## src/rtl/round_robin_arbiter.sv

```systemverilog
// Round-robin arbiter with optional grant locking.
// The grant is purely combinational from the request vector and the stored
// priority pointer. A granted requester can hold its grant across cycles by
// asserting lock_i. Priority then rotates to the index after the released grant.
module round_robin_arbiter #(
    parameter int NUM_REQ = 4
) (
    input  logic                       clk_i,
    input  logic                       arst_ni,
    input  logic                       allow_i,
    input  logic [NUM_REQ-1:0]         req_i,
    input  logic                       lock_i,
    output logic [NUM_REQ-1:0]         gnt_o,
    output logic [$clog2(NUM_REQ)-1:0] gnt_idx_o,
    output logic                       gnt_valid_o
);

    localparam int IDX_W = $clog2(NUM_REQ);

    typedef enum logic {
        IDLE,
        LOCKED
    } state_e;

    state_e           state_q, state_d;
    logic [IDX_W-1:0] ptr_q, ptr_d;
    logic [IDX_W-1:0] lock_idx_q, lock_idx_d;

    logic             effLocked;
    logic             scanHit;
    logic [IDX_W-1:0] scanIdx;
    logic             selValid;
    logic [IDX_W-1:0] selIdx;

    // Advance an index by one, wrapping at NUM_REQ so non-power-of-two sizes stay in range
    function automatic logic [IDX_W-1:0] incIdx(input logic [IDX_W-1:0] x);
        return (x == IDX_W'(NUM_REQ - 1)) ? '0 : x + 1'b1;
    endfunction

    // Rotating priority scan: first set request starting at ptr_q and wrapping around
    always_comb begin
        int cand;
        scanHit = 1'b0;
        scanIdx = '0;
        cand    = 0;
        for (int k = 0; k < NUM_REQ; k++) begin
            cand = int'(ptr_q) + k;
            if (cand >= NUM_REQ) begin
                cand = cand - NUM_REQ;
            end
            if (!scanHit && req_i[IDX_W'(cand)]) begin
                scanHit = 1'b1;
                scanIdx = IDX_W'(cand);
            end
        end
    end

    // A lock only takes effect while its owner is still requesting
    always_comb begin
        effLocked = (state_q == LOCKED) && req_i[lock_idx_q];
        selIdx    = effLocked ? lock_idx_q : scanIdx;
        selValid  = allow_i && (effLocked || scanHit);
    end

    // Decode the selected index into the one-hot grant and its companions
    always_comb begin
        gnt_o = '0;
        for (int i = 0; i < NUM_REQ; i++) begin
            gnt_o[i] = selValid && (selIdx == IDX_W'(i));
        end
        gnt_idx_o   = selValid ? selIdx : '0;
        gnt_valid_o = |gnt_o;
    end

    // Next-state: only an actual grant moves the pointer or the lock state
    always_comb begin
        state_d    = state_q;
        ptr_d      = ptr_q;
        lock_idx_d = lock_idx_q;
        if (selValid) begin
            if (effLocked) begin
                if (!lock_i) begin
                    state_d = IDLE;
                    ptr_d   = incIdx(lock_idx_q);
                end
            end else if (lock_i) begin
                state_d    = LOCKED;
                lock_idx_d = scanIdx;
            end else begin
                state_d = IDLE;
                ptr_d   = incIdx(scanIdx);
            end
        end
    end

    // State registers with asynchronous active-low reset back to fixed priority
    always_ff @(posedge clk_i or negedge arst_ni) begin
        if (!arst_ni) begin
            state_q    <= IDLE;
            ptr_q      <= '0;
            lock_idx_q <= '0;
        end else begin
            state_q    <= state_d;
            ptr_q      <= ptr_d;
            lock_idx_q <= lock_idx_d;
        end
    end

endmodule

```

## config.mk

```make
export PLATFORM = sky130hd
export DESIGN_NAME = round_robin_arbiter
export DESIGN_NICKNAME = d
export VERILOG_FILES = /design/src/rtl/round_robin_arbiter.sv
export SDC_FILE = /design/constraint.sdc
export NUM_CORES = 1
export LEC_CHECK = 0
export ABC_CLOCK_PERIOD_IN_PS = 3000
export CAP_MARGIN = 0
export CORE_AREA = 2 2 39 41
export CTS_CLUSTER_SIZE = 20
export DETAILED_ROUTE_END_ITERATION = 16
export DIE_AREA = 0 0 41 43
export DONT_BUFFER_PORTS = 1
export SLEW_MARGIN = 20
export SYNTH_ARGS = -nofsm -noshare
export SYNTH_HDL_FRONTEND = slang
export SYNTH_SLANG_ARGS = --single-unit
```

## constraint.sdc

```tcl
create_clock -name clk_i -period 3 [get_ports clk_i]
set_input_delay 0.9 -clock clk_i [delete_from_list [all_inputs] [get_ports clk_i]]
set_output_delay 0.9 -clock clk_i [all_outputs]
set_load 0.05 [all_outputs]
```

==> results of run 1 <==
==> worst paths after layout <==
check | startpoint | end | slack (ns)
min in group clk_i | state_q$_DFFE_PN0P_ | state_q$_DFFE_PN0P_ | 0.52
setup / recovery | req_i[0] | gnt_o[3] | 0.03
hold reg to reg | state_q$_DFFE_PN0P_ | state_q$_DFFE_PN0P_ | 0.52
setup reg to reg | lock_idx_q[0]$_DFFE_PN0P_ | lock_idx_q[0]$_DFFE_PN0P_ | 1.36
hold / removal | arst_ni | ptr_q[0]$_DFFE_PN0P_ | 0.35
max in group asynchronous | arst_ni | lock_idx_q[1]$_DFFE_PN0P_ | 2.57
==> final cells by class <==
cell class / count / area [um2]
flip-flops and latches: 5 / 125.1
well taps: 16 / 20.02
fillers: 139 / 699.4
repair buffers: 12 / 90.09
clock buffers: 4 / 26.28
multi-input cells: 53 / 419.2
inverters: 1 / 3.754
==> through the flow <==
step                std cells  area (um2)
finish                     91       684.4
CTS                        90       673.1
global placement           86       646.9
global route               91       684.4
floorplan                  60       551.8
detailed placement         86       646.9
==> power by group <==
part	leakage [nW]	internal, mW	total, mW	switching [mW]
combinational	0.220	0.171	0.396	0.225
sequential	0.0580	0.0948	0.135	0.0398
clock	0.0150	0.0501	0.0752	0.0251
==> synthesized netlist by cell type, drive strengths merged, types with 2 or more instances <==
cell type / number / area, um2
o22a: 2 / 17.52
dfrtp: 5 / 125.1
a21oi: 2 / 10.01
nor2b: 4 / 25.02
o31ai: 4 / 30.03
nand2: 8 / 32.54
o21ai: 2 / 10.01
mux2: 2 / 30.03
nor2: 7 / 28.78
mux2i: 3 / 30.03
nand4b: 2 / 17.52
==> registers in the layout, indices dropped and copies added, names as in the netlist <==
name	count
ptr_q	2
state_q	1
lock_idx_q	2
==> layer usage <==
| metal | GRT usage | vias up | routed length [um] | part of all wire |
|---|---|---|---|---|
| li1 | - | 261 | - | - |
| met1 | 0.2124 | 239 | 577 | 0.48 |
| met2 | 0.2219 | 11 | 563 | 0.47 |
| met3 | 0.06283 | 0 | 52 | 0.044 |
| met4 | 0.04000 | 0 | 0 | 0 |
| met5 | 0 | - | 0 | 0 |
==> critical path, stage by stage <==
cell and delay (ns):
sky130_fd_sc_hd__nor2b_1 0.12, sky130_fd_sc_hd__nor4b_2 0.39, sky130_fd_sc_hd__nor2_1 0.14, sky130_fd_sc_hd__o32ai_2 0.28, sky130_fd_sc_hd__buf_4 0.23
==> kinds of logic (layout without fill, tap and decap cells) <==
logic type / after synthesis / count (layout) / synth area share
simple gates: 30 / 30 / 0.3334
mux: 5 / 5 / 0.1135
flops: 5 / 5 / 0.2364
buf+inv: 2 / 17 / 0.02128
fa+ha+maj: 1 / 1 / 0.02364
compound gates: 17 / 17 / 0.2719
==> repair_timing <==
item                                    CTS  global route
resized for setup                         0             1
hold buffers                              0             0
endpoints found under the setup margin    0             2
buffers inserted                          0             1
==> flow_summary.yaml, run 1 <==
setup_path:
  timing.critical_path.to_type: "output pin"
  kind_of_critical_path: "in -> out"
  worst_ep_required_time_ns: 2.10
  crit_start_category: "input pin"
  worstRegToRegCells: 5
  path_max_fanout: 7
  data_arrival_at_the_endpoint_of_the_critical_path_ns: 2.07
final_layout:
  final_layout_net_count: 85
  post-route-util: 0.4946
  layout_commonest_cell: "sky130_fd_sc_hd__buf_4"
  num_antenna_cells: 0
  most_frequent_cells_in_the_layout: "12 x sky130_fd_sc_hd__buf_4, 7 x sky130_fd_sc_hd__nand2_1, 6 x sky130_fd_sc_hd__nor2_1"
  area_growth_pct: 29.31
  drive_above_1_share: 0.3867
die:
  fp.coreArea_um2: 1384
  dieArea_um2: 1763
  die_width_um: 41
  start_util: 0.3825
  rows: 14
  die_y_um: 43
  boundaryPins: 15
synth:
  seq_total_area_yosys: 0.2364
  ys_ff_latch: 5
  ys_warnings: 0
  synth_edf_count: 0
  post_synth.cell_area_avg_um2: 8.821
  synthFlopType: "sky130_fd_sc_hd__dfrtp_1"
  ys_types: 32
  synth_cells: 60
  synth.net_count: 69
  synth_cell_area_um2: 529.3
  async_flop_share: 1.000
timing:
  timing.final.setup_violations: 0
  final.period_utilization: 0.9884
  max_freq_mhz: 337.2
  unrepaired_setup_endpoints_after_global_routing: "false"
  report.final.slew_viol_count: 0
  finalSetupTns_ns: 0
  finalHoldViolCount: 0
  fin_ws_ns: 0.03482
  worst-slew-pin-transition_ns: 0.3802
  final_period_demand_of_the_worst_path_ns: 2.965
  timing.max_slew.rel_slack: 0.7459
  skew_ns: 0.004704
  finalHoldWorstSlack_ns: 0.3550
clocking:
  clkSinkCount: 5
  tritoncts: "done"
  clockRootBuffer: "sky130_fd_sc_hd__clkbuf_4"
  cts_buffer_depth: 2
  clk_pin_slew_worst_paths_ns: 0.04
  cts_made_buffers: 3
  number_of_h_tree_levels: 1
  clock_latency_ns: 0.24
detailed_routing:
  drtPass1Iterations: 3
  wl_mm: 1.193
  postRouteAntennaNets: 0
  dr_iter_0_viols: 9
  avgViaCountPerCell: 5.615
  drt_drc_violations_left: 0
  avgRoutedWirePerCell_um: 13.11
  routed-via-count: 511
job:
  drv.max_cap_violation_count: 0
place:
  number_of_buffers_added_on_ports: 0
  place_hpwl_um: 966.9
  gp_congestion: 0.7741
  pre_cts_slack_ns: 0.03033
hold_path:
  timing.hold.worst.class: "in -> async"
run_status:
  run_status: "finished clean"
global_route:
  grt_max_degree: 9
  via_count_of_the_first_global_routing_pass: 439
  grtUsageTotal: 0.1554
  grt_antenna_before_repair: 0
  grt_remaining_overflow: 0
  grt_pass1_wl_mm: 1.869
power_and_ir_drop:
  worst_ir_drop_vdd_mv: 0.4563
  cellLeakagePower_nw: 0.2926
  power_density_over_cell_area_nw_per_um2: 885.4
  total_power_mw: 0.6060
No activity file was read; power rests on OpenSTA's default activity.
==> run 2, diff against run 1 <==
Settings changed: BUFFER_PORTS_ARGS set to -buffer_cell sky130_fd_sc_hd__buf_2, DONT_BUFFER_PORTS 1 to not set.
==> run 2 against run 1 <==
Net effect: core utilization increased by 23 points; cell count rose by 23%; power rose by 27%; critical path type unchanged; sequential share of layout area fell by 5.7 points; maximum frequency is 0.98% lower.
==> flow_summary.yaml, run 2 (synthesized netlist as in run 1, its figures left out) <==
power_and_ir_drop:
  power_density_over_cell_area_nw_per_um2: 770.8
  total_power_mw: 0.7686
  cellLeakagePower_nw: 0.4404
  worst_ir_drop_vdd_mv: 0.4507
place:
  number_of_buffers_added_on_ports: 14
  place_hpwl_mm: 1.125
  gp_congestion: 0.8328
setup_path:
  crit_start_category: "input pin"
  path_max_fanout: 7
  kind_of_critical_path: "in -> out"
  timing.critical_path.to_type: "output pin"
  worst_ep_required_time_ns: 2.10
  data_arrival_at_the_endpoint_of_the_critical_path_ns: 2.09
timing:
  final.period_utilization: 0.9982
  final_period_demand_of_the_worst_path_ns: 2.995
  report.final.slew_viol_count: 0
  skew_ns: 0.002715
  max_freq_mhz: 333.9
  finalHoldViolCount: 0
  timing.final.setup_violations: 0
  worst-slew-pin-transition_ns: 0.3473
  unrepaired_setup_endpoints_after_global_routing: "true"
  timing.max_slew.rel_slack: 0.7677
clocking:
  cts.hold.buffers_added: 0
  clock_latency_ns: 0.24
  cts_made_buffers: 3
  cts_buffer_depth: 2
  number_of_h_tree_levels: 1
  clkSinkCount: 5
  clk_pin_slew_worst_paths_ns: 0.04
  tritoncts: "done"
  clockRootBuffer: "sky130_fd_sc_hd__clkbuf_4"
detailed_routing:
  postRouteAntennaNets: 0
  drt_drc_violations_left: 0
  routed-via-count: 628
  drtPass1Iterations: 4
  avgRoutedWirePerCell_um: 13.87
  avgViaCountPerCell: 5.607
  wl_mm: 1.553
  dr_iter_0_viols: 12
final_layout:
  largest_registers: "lock_idx_q x2, ptr_q x2, state_q x1"
  area_growth_pct: 88.42
  post-route-util: 0.7206
  drive_above_1_share: 0.6354
  most_frequent_cells_in_the_layout: "19 x sky130_fd_sc_hd__buf_4, 6 x sky130_fd_sc_hd__nand2_1, 5 x sky130_fd_sc_hd__buf_2, 5 x sky130_fd_sc_hd__dfrtp_1, 5 x sky130_fd_sc_hd__buf_6"
  fillerInstances: 106
  layout_commonest_cell: "sky130_fd_sc_hd__buf_4"
  num_antenna_cells: 0
  final_layout_net_count: 106
global_route:
  grt_pass1_wl_mm: 2.421
  via_count_of_the_first_global_routing_pass: 583
  groute.layer.met3.usage: 0.06283
  grt_remaining_overflow: 0
  grt_util_met1: 0.2353
  grt_antenna_before_repair: 0
  use_met2: 0.3313
  grtUsageTotal: 0.2008
  gr-max-usage-layer: "met2"
  grt_max_degree: 9
die:
  boundaryPins: 15
  start_util: 0.3825
  rows: 14
  die_width_um: 41
  fp.coreArea_um2: 1384
  dieArea_um2: 1763
  die_y_um: 43
job:
  drv.max_cap_violation_count: 0
hold_path:
  timing.hold.worst.class: "in -> async"
run_status:
  run_status: "finished clean"
[run 2: cell count changes in the layout (fill, tap and decap cells not counted), moves of 3 or more]
cell,change
sky130_fd_sc_hd__buf_2,+5
sky130_fd_sc_hd__buf_4,+7
sky130_fd_sc_hd__buf_6,+5
sky130_fd_sc_hd__nor2b_1,-4
sky130_fd_sc_hd__nor2b_4,+3
[run 2: metal layers]
metal / wire length, um / up-vias / share of wire
met5: 0 / - / 0
met3: 84 / 2 / 0.054
met4: 14 / 0 / 0.0090
met1: 604 / 305 / 0.39
li1: - / 301 / -
met2: 849 / 20 / 0.55
[run 2: what timing repair did]
action                                  4_1_cts  5_1_grt
buffers inserted                              4        0
endpoints found under the setup margin        5        5
resized for setup                            27       20
pin swaps                                     8        6
[run 2: layout make-up]
type,count,area [um2],area share
Multi-Input combinational cell,53,528.0,0.5295
Sequential cell,5,125.1,0.1255
Timing Repair Buffer,33,294.0,0.2949
Tap cell,16,20.02,0.02008
Clock buffer,4,26.28,0.02635
Inverter,1,3.754,0.003764
[run 2: final timing paths]
kind / start / endpoint / slack, ns / cells after the start
setup / recovery: req_i[0] / gnt_o[0] / 0.005 / 7
max in group asynchronous: arst_ni / lock_idx_q[1]$_DFFE_PN0P_ / 2.41 / 1
hold reg to reg: state_q$_DFFE_PN0P_ / state_q$_DFFE_PN0P_ / 0.55 / 2
min in group clk_i: state_q$_DFFE_PN0P_ / state_q$_DFFE_PN0P_ / 0.55 / 2
hold / removal: arst_ni / ptr_q[1]$_DFFE_PN0P_ / 0.46 / 1
setup reg to reg: lock_idx_q[0]$_DFFE_PN0P_ / lock_idx_q[0]$_DFFE_PN0P_ / 1.19 / 6
[run 2: where the power goes]
| part | switching, mW | internal (mW) | total, mW |
|---|---|---|---|
| Combinational | 0.271 | 0.267 | 0.538 |
| Clock | 0.0258 | 0.0502 | 0.0759 |
| Sequential | 0.0601 | 0.0944 | 0.155 |
| Total | 0.357 | 0.412 | 0.769 |
[run 2: per-stage QoR]
| step | setup WS, ns | instances | hold slack (ns) | setup TNS (ns) | instance area [um2] |
|---|---|---|---|---|---|
| global route | -0.02528 | 112 | 0.4567 | -0.06120 | 997.2 |
| floorplan | -0.2081 | 60 | 0.4669 | -0.9831 | 551.8 |
| detailed placement | -0.1544 | 104 | 0.5314 | -0.5552 | 747.0 |
| global placement | -0.1378 | 104 | 0.5295 | -0.5153 | 747.0 |
| finish | 0.005487 | 112 | 0.4618 | 0 | 997.2 |
| CTS | -0.02898 | 112 | 0.4570 | -0.04340 | 900.9 |
[run 2: worst max-delay path, cell delays in order]
cell	delay (ns)
sky130_fd_sc_hd__buf_8	0.09
sky130_fd_sc_hd__buf_4	0.11
sky130_fd_sc_hd__o41ai_4	0.09
sky130_fd_sc_hd__buf_4	0.15
sky130_fd_sc_hd__or4_4	0.49
sky130_fd_sc_hd__o31ai_4	0.07
sky130_fd_sc_hd__buf_6	0.19
==> run 3, diff against run 2 <==
Settings changed: ABC_AREA set to 1, PLACE_DENSITY set to 0.74.
==> run 3 against run 2 <==
Net effect: the flow now finishes with violations (setup timing); worst setup slack got worse by 0.31 ns; core utilization increased by 16 points; worst hold slack improved by 0.011 ns; critical path type unchanged; largest cell class unchanged.
==> flow_summary.yaml, run 3 <==
clocking:
  number_of_h_tree_levels: 1
  clockRootBuffer: "sky130_fd_sc_hd__clkbuf_4"
  clock_latency_ns: 0.23
  clk_pin_slew_worst_paths_ns: 0.04
  clkSinkCount: 5
  cts_buffer_depth: 2
  cts_made_buffers: 3
  cts.hold.buffers_added: 0
  tritoncts: "done"
setup_path:
  timing.critical_path.to_type: "output pin"
  kind_of_critical_path: "in -> out"
  worstPathCellList: "buf_6 > inv_4 > nand2_4 > nand3_1 > nand2_2 > nand2_1 > nand2_1 > nand2_1 > nand3_2 > nand2_2 > nand3_4 > nor2_4 > buf_6"
  logic_depth_of_the_worst_setup_path_including_buffers: 13
  critical_path_s_top_delay_family: "simple AND/OR/NAND/NOR gates"
  worstRegToRegCells: 15
  data_arrival_at_the_endpoint_of_the_critical_path_ns: 2.40
  worst_ep_required_time_ns: 2.10
  worst_path_max_delay_cell: "sky130_fd_sc_hd__buf_6"
  crit_start_category: "input pin"
  path_max_fanout: 3
  timing.critical_path.slowest_cell_delay_ns: 0.16
  path_common_cell: "sky130_fd_sc_hd__nand2_1"
  critical_path_buf_inv_count: 3
die:
  dieArea_um2: 1763
  fp.coreArea_um2: 1384
  boundaryPins: 15
  start_util: 0.4738
  die_width_um: 41
  rows: 14
  die_y_um: 43
synth:
  synth.net_count: 125
  post_synth_mux_area_share: 0
  seq_total_area_yosys: 0.1908
  synth_top_area_share: 0.2634
  ys_types: 18
  synthTopCellsByCount: "46 x sky130_fd_sc_hd__nand2_1, 14 x sky130_fd_sc_hd__nor2_1, 13 x sky130_fd_sc_hd__inv_1, 10 x sky130_fd_sc_hd__nand3_1, 8 x sky130_fd_sc_hd__nand2_2"
  synth_edf_count: 0
  ys_ff_latch: 5
  ys_warnings: 0
  async_flop_share: 1.000
  synth_top_family_by_area: "simple AND/OR/NAND/NOR gates"
  synth_compound_gate_area_share: 0.08015
  synth_fa_ha_area_frac: 0.01908
  synth_cell_area_um2: 655.6
  post-synth-top-area-cell: "sky130_fd_sc_hd__nand2_1"
  synthFlopType: "sky130_fd_sc_hd__dfrtp_1"
  synthMostInstantiatedCell: "sky130_fd_sc_hd__nand2_1"
  synthTopCellsByArea: "sky130_fd_sc_hd__nand2_1 26%, sky130_fd_sc_hd__dfrtp_1 19%, sky130_fd_sc_hd__nor2_1 8.0%, sky130_fd_sc_hd__nand2_2 7.6%, sky130_fd_sc_hd__nand3_1 7.6%"
  synth_xor_area_frac: 0
  fraction_of_the_mapped_netlist_area_in_simple_logic_gates: 0.5954
  synth_cells: 116
  post_synth.cell_area_avg_um2: 5.652
timing:
  finalSetupTns_ns: -1.516
  finalHoldViolCount: 0
  timing.final.setup_violations: 6
  final.period_utilization: 1.101
  report.final.slew_viol_count: 0
  fin_ws_ns: -0.3017
  skew_ns: 0.001350
  final_period_demand_of_the_worst_path_ns: 3.302
  timing.max_slew.rel_slack: 0.8065
  worst-slew-pin-transition_ns: 0.2902
  max_freq_mhz: 302.9
  unrepaired_setup_endpoints_after_global_routing: "true"
detailed_routing:
  dr_iter_0_viols: 40
  avgViaCountPerCell: 5.353
  wl_mm: 2.602
  avgRoutedWirePerCell_um: 15.04
  drt_drc_violations_left: 0
  postRouteAntennaNets: 0
  routed-via-count: 926
  drtPass1Iterations: 4
global_route:
  grt_antenna_before_repair: 0
  grt_remaining_overflow: 0
  via_count_of_the_first_global_routing_pass: 763
  grt_pass1_wl_mm: 3.084
  grtUsageTotal: 0.2475
  grt_max_degree: 10
final_layout:
  num_antenna_cells: 0
  drive_above_1_share: 0.5987
  fillerInstances: 67
  final_layout_net_count: 167
  most_frequent_cells_in_the_layout: "33 x sky130_fd_sc_hd__nand2_1, 19 x sky130_fd_sc_hd__buf_4, 16 x sky130_fd_sc_hd__nand2_2"
  largest_registers: "lock_idx_q x2, ptr_q x2, state_q x1"
  area_growth_pct: 85.50
  layout_commonest_cell: "sky130_fd_sc_hd__nand2_1"
hold_path:
  timing.hold.worst.class: "in -> async"
run_status:
  violations: "setup timing"
  run_status: "finished, violations left"
job:
  drv.max_cap_violation_count: 0
place:
  gp_congestion: 0.8530
  number_of_buffers_added_on_ports: 14
  place_hpwl_mm: 1.377
[run 3: cell count changes in the layout (fill, tap and decap cells not counted), sizes merged, moves of 4 or more]
cell / change
buf: +5
inv: +15
nand2: +47
nand3: +12
nor2: +10
nor2b: -4
[run 3: path summary, 6_finish.rpt]
path,endpoint,slack (ns),start
min,state_q$_DFFE_PN0P_,0.47,arst_ni
max reg2reg,lock_idx_q[0]$_DFFE_PN0P_,0.97,ptr_q[1]$_DFFE_PN0P_
max in group asynchronous,ptr_q[0]$_DFFE_PN0P_,2.40,arst_ni
min in group clk_i,state_q$_DFFE_PN0P_,0.54,state_q$_DFFE_PN0P_
max,gnt_o[1],-0.30,req_i[3]
min reg2reg,state_q$_DFFE_PN0P_,0.54,state_q$_DFFE_PN0P_
[run 3: metal layers]
| metal | global-route usage | routed length, um |
|---|---|---|
| met3 | 0.02094 | 117 |
| met2 | 0.3875 | 1305 |
| met5 | 0 | 0 |
| met1 | 0.3279 | 1073 |
| met4 | 0.1133 | 106 |
[run 3: cell families after synthesis]
kind of cell,count (synthesis)
flops,5
buf+inv,18
fa+ha+maj,1
simple gates,85
compound gates,7
[run 3: cell type report]
cell class,instances,area [um2],share of cell area
Sequential cell,5,125.1,0.1029
Tap cell,16,20.02,0.01646
Multi-Input combinational cell,93,610.6,0.5021
Inverter,17,80.08,0.06584
Clock buffer,4,26.28,0.02160
Timing Repair Buffer,38,354.1,0.2912
[run 3: through the flow]
step / hold slack, ns / cell area [um2] / setup WS [ns] / utilization / instances
2_1_floorplan: 0.4666 / 706.9 / -0.07047 / - / 116
3_3_place_gp: 0.4841 / 890.9 / -0.2026 / 0.6438 / 159
3_5_place_dp: 0.5039 / 890.9 / -0.2272 / 0.6438 / 159
4_1_cts: 0.4661 / 1081 / -0.1132 / 0.7812 / 168
5_1_grt: 0.4767 / 1216 / -0.3210 / 0.8788 / 173
6_report: 0.4732 / 1216 / -0.3017 / 0.8788 / 173
[run 3: timing repair]
action                     4_1_cts  5_1_grt
gates resized for setup         39       26
pin swaps                       14       20
buffers inserted                 5        5
setup endpoints to repair        6        7
cloned                           0        0
Power of run 3 is not shown: default switching activity piles up to over one toggle a cycle in this logic, so the estimate is an artifact.
